$ cat src/rtl/gmux_quad_ctrl.sv
// rtl/gmux_quad_ctrl.sv - GMUX source-select and per-quadrant enable sequencer
// Glitch-safe source switching and OFF-dwell low-power entry/exit, all outputs registered.
module gmux_quad_ctrl #(
    parameter int GATE_CYCLES   = 4,
    parameter int SETTLE_CYCLES = 8,
    parameter int VLP_CYCLES    = 2,
    parameter int CNT_W         = 8
) (
    input  logic       CLK,
    input  logic       RESETN,
    input  logic       SW_VALID,
    input  logic       SW_SEL,
    output logic       SW_READY,
    input  logic       REQ_VALID,
    input  logic [1:0] REQ_QUAD,
    input  logic [1:0] REQ_MODE,
    output logic       REQ_READY,
    input  logic [3:0] DYN_EN,
    output logic       DONE,
    output logic       BUSY,
    output logic       SSEL,
    output logic       TL_SEN,
    output logic       TR_SEN,
    output logic       BL_SEN,
    output logic       BR_SEN,
    output logic       TL_DEN,
    output logic       TR_DEN,
    output logic       BL_DEN,
    output logic       BR_DEN,
    output logic       TL_DYNEN,
    output logic       TR_DYNEN,
    output logic       BL_DYNEN,
    output logic       BR_DYNEN,
    output logic       TL_VLP,
    output logic       TR_VLP,
    output logic       BL_VLP,
    output logic       BR_VLP
);

    localparam logic [2:0] ST_IDLE     = 3'd0;
    localparam logic [2:0] ST_GATE     = 3'd1;
    localparam logic [2:0] ST_SWITCH   = 3'd2;
    localparam logic [2:0] ST_SETTLE   = 3'd3;
    localparam logic [2:0] ST_VLP_WAIT = 3'd4;

    localparam logic [1:0] M_ON     = 2'd0;
    localparam logic [1:0] M_DYN    = 2'd1;
    localparam logic [1:0] M_OFF    = 2'd2;
    localparam logic [1:0] M_LOWPWR = 2'd3;

    localparam logic [CNT_W-1:0] GATE_LAST   = CNT_W'(GATE_CYCLES - 1);
    localparam logic [CNT_W-1:0] SETTLE_LAST = CNT_W'(SETTLE_CYCLES - 1);
    localparam logic [CNT_W-1:0] VLP_LAST    = CNT_W'(VLP_CYCLES - 1);
    localparam logic [CNT_W-1:0] CNT_ONE     = CNT_W'(1);

    logic [2:0]       state, state_n;
    logic [CNT_W-1:0] cnt, cnt_n;
    logic [3:0][1:0]  mode, mode_n;
    logic             gated, gated_n;
    logic             sel_cap, sel_cap_n;
    logic             ssel_q, ssel_n;
    logic [1:0]       tgt_quad, tgt_quad_n;
    logic [1:0]       tgt_mode, tgt_mode_n;
    logic             done_n;

    logic [3:0] sen_q, den_q, dynen_q, vlp_q;
    logic [3:0] sen_n, den_n, dynen_n, vlp_n;
    logic       done_q, busy_q, ready_q;

    always_comb begin
        state_n    = state;
        cnt_n      = cnt;
        mode_n     = mode;
        gated_n    = gated;
        sel_cap_n  = sel_cap;
        ssel_n     = ssel_q;
        tgt_quad_n = tgt_quad;
        tgt_mode_n = tgt_mode;
        done_n     = 1'b0;
        case (state)
            ST_IDLE: begin
                // A switch request always takes priority over a mode request.
                if (SW_VALID) begin
                    if (SW_SEL == ssel_q) begin
                        done_n = 1'b1;
                    end else begin
                        state_n   = ST_GATE;
                        gated_n   = 1'b1;
                        cnt_n     = '0;
                        sel_cap_n = SW_SEL;
                    end
                end else if (REQ_VALID) begin
                    if ((REQ_MODE == M_LOWPWR) != (mode[REQ_QUAD] == M_LOWPWR)) begin
                        mode_n[REQ_QUAD] = M_OFF;
                        tgt_quad_n       = REQ_QUAD;
                        tgt_mode_n       = REQ_MODE;
                        cnt_n            = '0;
                        state_n          = ST_VLP_WAIT;
                    end else begin
                        mode_n[REQ_QUAD] = REQ_MODE;
                        done_n           = 1'b1;
                    end
                end
            end
            ST_GATE: begin
                if (cnt == GATE_LAST) state_n = ST_SWITCH;
                else                  cnt_n   = cnt + CNT_ONE;
            end
            ST_SWITCH: begin
                ssel_n  = sel_cap;
                cnt_n   = '0;
                state_n = ST_SETTLE;
            end
            ST_SETTLE: begin
                if (cnt == SETTLE_LAST) begin
                    gated_n = 1'b0;
                    done_n  = 1'b1;
                    state_n = ST_IDLE;
                end else begin
                    cnt_n = cnt + CNT_ONE;
                end
            end
            ST_VLP_WAIT: begin
                if (cnt == VLP_LAST) begin
                    mode_n[tgt_quad] = tgt_mode;
                    done_n           = 1'b1;
                    state_n          = ST_IDLE;
                end else begin
                    cnt_n = cnt + CNT_ONE;
                end
            end
            default: state_n = ST_IDLE;
        endcase
    end

    // Output decode is computed from next-state values so every pin comes straight off a flop.
    always_comb begin
        sen_n   = '0;
        den_n   = '0;
        dynen_n = '0;
        vlp_n   = '0;
        for (int q = 0; q < 4; q++) begin
            sen_n[q]   = (mode_n[q] == M_ON) && !gated_n;
            den_n[q]   = (mode_n[q] == M_DYN) || (gated_n && (mode_n[q] == M_ON));
            dynen_n[q] = (mode_n[q] == M_DYN) && !gated_n && DYN_EN[q];
            vlp_n[q]   = (mode_n[q] == M_LOWPWR);
        end
    end

    always_ff @(posedge CLK or negedge RESETN) begin
        if (!RESETN) begin
            state    <= ST_IDLE;
            cnt      <= '0;
            mode     <= {4{M_ON}};
            gated    <= 1'b0;
            sel_cap  <= 1'b0;
            ssel_q   <= 1'b0;
            tgt_quad <= 2'd0;
            tgt_mode <= M_ON;
            done_q   <= 1'b0;
            busy_q   <= 1'b0;
            ready_q  <= 1'b1;
            sen_q    <= 4'hF;
            den_q    <= 4'h0;
            dynen_q  <= 4'h0;
            vlp_q    <= 4'h0;
        end else begin
            state    <= state_n;
            cnt      <= cnt_n;
            mode     <= mode_n;
            gated    <= gated_n;
            sel_cap  <= sel_cap_n;
            ssel_q   <= ssel_n;
            tgt_quad <= tgt_quad_n;
            tgt_mode <= tgt_mode_n;
            done_q   <= done_n;
            busy_q   <= (state_n != ST_IDLE);
            ready_q  <= (state_n == ST_IDLE);
            sen_q    <= sen_n;
            den_q    <= den_n;
            dynen_q  <= dynen_n;
            vlp_q    <= vlp_n;
        end
    end

    assign SW_READY  = ready_q;
    assign REQ_READY = ready_q;
    assign DONE      = done_q;
    assign BUSY      = busy_q;
    assign SSEL      = ssel_q;

    assign TL_SEN   = sen_q[0];
    assign TR_SEN   = sen_q[1];
    assign BL_SEN   = sen_q[2];
    assign BR_SEN   = sen_q[3];
    assign TL_DEN   = den_q[0];
    assign TR_DEN   = den_q[1];
    assign BL_DEN   = den_q[2];
    assign BR_DEN   = den_q[3];
    assign TL_DYNEN = dynen_q[0];
    assign TR_DYNEN = dynen_q[1];
    assign BL_DYNEN = dynen_q[2];
    assign BR_DYNEN = dynen_q[3];
    assign TL_VLP   = vlp_q[0];
    assign TR_VLP   = vlp_q[1];
    assign BL_VLP   = vlp_q[2];
    assign BR_VLP   = vlp_q[3];

endmodule

$ cat config.mk
export PLATFORM = sky130hd
export DESIGN_NAME = gmux_quad_ctrl
export DESIGN_NICKNAME = d
export VERILOG_FILES = /design/src/rtl/gmux_quad_ctrl.sv
export SDC_FILE = /design/constraint.sdc
export NUM_CORES = 1
export LEC_CHECK = 0
export BUFFER_PORTS_ARGS = -buffer_cell sky130_fd_sc_hd__buf_2
export CORE_MARGIN = 2
export CORE_UTILIZATION = 45
export CTS_BUF_LIST = sky130_fd_sc_hd__clkbuf_2 sky130_fd_sc_hd__clkbuf_4 sky130_fd_sc_hd__clkbuf_8
export DETAILED_ROUTE_END_ITERATION = 6
export PLACE_DENSITY = 0.69
export SKIP_CTS_REPAIR_TIMING = 1
export SLEW_MARGIN = 20
export SYNTH_ARGS = -nofsm -noshare
export SYNTH_HDL_FRONTEND = slang
export SYNTH_SLANG_ARGS = --single-unit
$ cat constraint.sdc
create_clock -name CLK -period 7.25 [get_ports CLK]
set_clock_uncertainty 0.2 [all_clocks]
set_input_delay 0.3625 -clock CLK [delete_from_list [all_inputs] [get_ports CLK]]
set_output_delay 0.3625 -clock CLK [all_outputs]
set_load 0.01 [all_outputs]
# == After elaboration in Yosys (flattened, before gate mapping) ==
# Cells that the tools add are included.
# totals
output_inout_bits,21
input_bits,13
reg_bits,45
wordCells,127
# op_classes
add_sub_neg,1
n_eq_ne,25
n_bitwise,5
magnitude_cmp,4
n_reduce_logical,34
n_mux,40
# op_table
op,count
8-bit 2-to-1 mux,11
8-bit one-hot mux with 5 select lines,1
3-bit 2-to-1 mux,7
1-bit logical AND,18
8-bit bitwise mux,2
8-bit one-hot mux with 2 select lines,1
3-bit one-hot mux with 5 select lines,1
2-bit equality test (second input constant),6
1-bit 2-to-1 mux,9
3-bit != test (second input constant),3
8-bit by 1-bit adder with 8-bit output (second input constant),1
2-bit demux with 2-bit select,2
2-bit by 1-bit equality test with 1-bit output (second input constant),4
8-bit by 1-bit equality test with 1-bit output (second input constant),1
8-bit by 2-bit equality test with 1-bit output (second input constant),1
8-bit by 3-bit equality test with 1-bit output (second input constant),1
2-bit logical NOT,4
7-bit AND reduction,1
3-bit by 2-bit equality test with 1-bit output (second input constant),2
3-bit logical NOT,2
2-bit by 3-bit less-than comparator with 1-bit output (second input constant),2
2-bit 2-to-1 mux,3
2-bit != test (second input constant),3
5-bit nonzero test,1
17 further kinds,22

# == Depth between registers and ports, before layout ==
# depth
depth_word,13
depth_mapped,8
mapped_depth_nobuf,8

# == Worst setup path before layout ==
# OpenSTA, ideal clock, no wires.
# synth_timing
kind,flip-flop to flip-flop
startpoint,register cnt[3]
endpoint,register dynen_q[3]
synth_period_minus_slack_ns,2.298
required_ns,6.945
slack_ns,4.952
path_buffers,1
setup_time_ns,0.105
path_stages_with_launch,7
arrival_ns,1.993
path_cell_list,dfrtp_1 -> or4_1 -> buf_2 -> nor4_4 -> mux2i_1 -> a31oi_4 -> nor4b_1
# synth_via
elab_chain_cells,6
elab_cells_between_ends,10
classes_between,eq/ne: 3; mux: 4; reduce/logical: 3
# synth_rtl
element,line,text
"start, declared",57,"logic [CNT_W-1:0] cnt, cnt_n;"
"start signal, assigned",169,cnt <= cnt_n;
8-bit by 1-bit equality test with 1-bit output or 8-bit by 3-bit equality test with 1-bit output (tied branches),"124, 115",
8-bit 2-to-1 mux or 1-bit 2-to-1 mux (tied branches),"124, 115",
8-bit one-hot mux with 2 select lines or 1-bit one-hot mux with 2 select lines (tied branches),80,case (state)
2-bit by 1-bit equality test with 1-bit output or 1-bit logical NOT (tied branches),145,dynen_n[q] = (mode_n[q] == M_DYN) && !gated_n && DYN_EN[q];
1-bit logical AND (*) (2 in series),145,
net dynen_n[3],67,"logic [3:0] sen_n, den_n, dynen_n, vlp_n;"
"end signal, assigned",181,dynen_q <= dynen_n;
"end, declared",66,"logic [3:0] sen_q, den_q, dynen_q, vlp_q;"
# The timed path passes the listed nets; every way through them passes the cells marked *.
# A chain may end at the register's enable or synchronous reset.

# == Worst setup path after layout ==
# Ends and elaborated chain as after synthesis.

==> results.md <==
- Outcome: finished clean
- DP HPWL: 3577 um
- CTS root buf: clkbuf_8
- Yosys top cell area share: 43.20%
- Mean routed wirelength per cell: 15.19 um
- RSZ-0062 raised after global routing: no
- Antenna viol nets, final: 0
- Iteration-0 DRC count of the detailed router: 155
- Max IR drop VDD: 0.0001624 V
- Core area: 5042 um2
- Slew HR: 41.66%
- Fin nets: 267
- Via-per-instance ratio: 5.517
- Main flop type after synthesis: dfrtp_1
- Clock H-tree levels: 2
- Worst Hold Class: in -> reg
- CP Capture Type: flop
- #FFs+latches synth: 45
- Crit path required time: 7.25 ns
- Global-route wire length before repair: 7997 um
- Total CTS buffers: 5
- Synth unique cells: 55
- DRT Pass-1 Iters: 4
- Layout cell share with drive strength beyond 1: 24.90%
- Cell taking the most area after synthesis: dfrtp_1
- Top cells by area, synth: dfrtp_1 (43%), dfstp_2 (5.7%), nand2_1 (3.6%), mux2i_1 (3.0%), nor2_1 (2.1%)
- Warnings from Yosys: 0
- Vias in the first global route: 1645
- Global route overflow: 0
- DRC Markers: 0
- CTS sink count: 45
- Die width: 75.76 um
- Port-buffer cells: 33
- P per Cell Area: 363.2 nW/um2
- Row cnt: 26
- Footprint of the multi-input gates: 1094 um2
- Num ports: 34
- Net count after synthesis: 238
- Total number of vias: 1782
- Final TNS setup: 0 ns
- Crit path DAT: 2.56 ns
- Tcrit/Tclk final: 35.35%
- Die height: 75.76 um
- Ys async rst share: 100.0%
- Routability cong.: 0.9540
- Total wire length: 4906 um
- GR Util All Layers: 18.93%
- CTS tree: done
- Max Fclk: 390.2 MHz
- Die area: 5740 um2
- CTS Buffer Depth: 2
- Layout area overhead: 12.53%
- Final number of max-transition violations: 0
- Max Cap Viol: 0
- Setup CP Type: reg -> reg
- Fillers: 469
- Crit-path max FO: 7
- Static leakage: 1.176 nW
- Final hold vios: 0
- Antenna violations before repair: 0
- Setup Viol. Count Final: 0
- Final core utilization: 51.71%
- Post-layout min period: 2.563 ns
- Clock slew at reported path FFs: 0.09 ns
- Register area share after synthesis: 48.87%
- Starting Density: 45.96%
- Mapped cell area: 2317 um2
- Post-synth EDFFs: 0
- Register Area: 1132 um2
- # diodes: 0
- Clock Latency Late Sink: 0.30 ns
- Syn Area/Cell: 10.39 um2
- Largest net degree at the start of global routing: 46
- Worst setup SP type: flop
- Gate Count Post-Synth: 223
- Worst-Margin Slew: 0.8507 ns
state kept, by name, summed over array words and instances, names as in the netlist:
signal / flops
BUSY: 1
DONE: 1
REQ_READY: 1
SSEL: 1
cnt: 8
den_q: 4
dynen_q: 4
gated: 1
mode: 8
sel_cap: 1
sen_q: 4
state: 3
tgt_mode: 2
tgt_quad: 2
vlp_q: 4
placed cells by master, fill, tap and decap left out, types with 3 or more instances in the layout:
cell type  instances
nand3_1            5
nand4b_1           3
nor2b_1            3
clkbuf_8           5
nor3_1             6
and2_1             7
buf_2             32
a21o_1             3
a211oi_1           4
and3_1             4
mux2_2             4
o31ai_1            4
nand2b_1           4
inv_1              5
xnor2_1            3
a21oi_1            8
dfrtp_1           40
o21ai_0            9
nand4_1            5
dfstp_2            5
nor3b_1            5
nand2_1           22
mux2i_1            7
nor2_1            13
nor4b_1            4
routing by layer:
metal | GRT usage (%) | wire length [um]
met2 | 27.87 | 2278
met1 | 26.79 | 2338
met4 | 7.602 | 89
met5 | 0 | 0
met3 | 4.630 | 200
logic make-up after synthesis:
group	count (synthesis)	synth area share, %
simple gates	99	26.08
xor+xnor	5	1.890
buf+inv	19	3.942
mux	11	4.968
flops	45	48.87
compound gates	42	13.18
fa+ha+maj	2	1.080
through the flow:
| stage | hold WS, ns | area, um2 | instances | power [mW] | worst slack [ns] |
|---|---|---|---|---|---|
| floorplan | -0.1331 | 2317 | 223 | 0.6895 | 4.952 |
| global placement | 0.2890 | 2505 | 314 | 0.7873 | 4.710 |
| detailed placement | 0.2952 | 2505 | 314 | 0.7943 | 4.706 |
| CTS | 0.05778 | 2595 | 322 | 0.9555 | 4.681 |
| global route | 0.09895 | 2608 | 323 | 1.022 | 4.512 |
| finish | 0.1103 | 2608 | 323 | 0.9471 | 4.687 |
worst max-delay path: stages (launching register included):
cell	delay, ns
dfrtp_1	0.43
or4_1	0.71
nor4_4	0.38
mux2i_1	0.34
a31oi_4	0.07
nor4b_1	0.33
cell usage after synthesis, types with 6 or more instances:
master,instances
dfrtp_1,40
nand2_1,22
nor2_1,13
o21ai_0,9
a21oi_1,8
and2_1,7
buf_2,7
mux2i_1,7
nor3_1,6
layout make-up:
type                            count  share of cell area (%)
Sequential cell                    45                   43.43
Multi-Input combinational cell    159                   41.94
Timing Repair Buffer               34                   6.814
Tap cell                           70                   3.359
Clock buffer                        5                   2.639
Inverter                            7                   1.008
Clock inverter                      3                  0.8157
final timing paths:
| path | from | endpoint | slack (ns) | cells after the start |
|---|---|---|---|---|
| max | cnt[3] | dynen_q[3] | 4.69 | 5 |
| min | DYN_EN[2] | dynen_q[2] | 0.11 | 2 |
| max reg2reg | cnt[3] | dynen_q[3] | 4.69 | 5 |
| min reg2reg | sel_cap | sel_cap | 0.31 | 1 |
| max in group asynchronous | RESETN | sen_q[3] | 6.08 | 2 |
| min in group asynchronous | RESETN | mode[4] | 0.38 | 2 |
report_power, final:
group | switching, mW | internal [mW]
Clock | 0.0891 | 0.0684
Sequential | 0.0698 | 0.348
Combinational | 0.214 | 0.158
No activity file was read; power rests on OpenSTA's default activity.
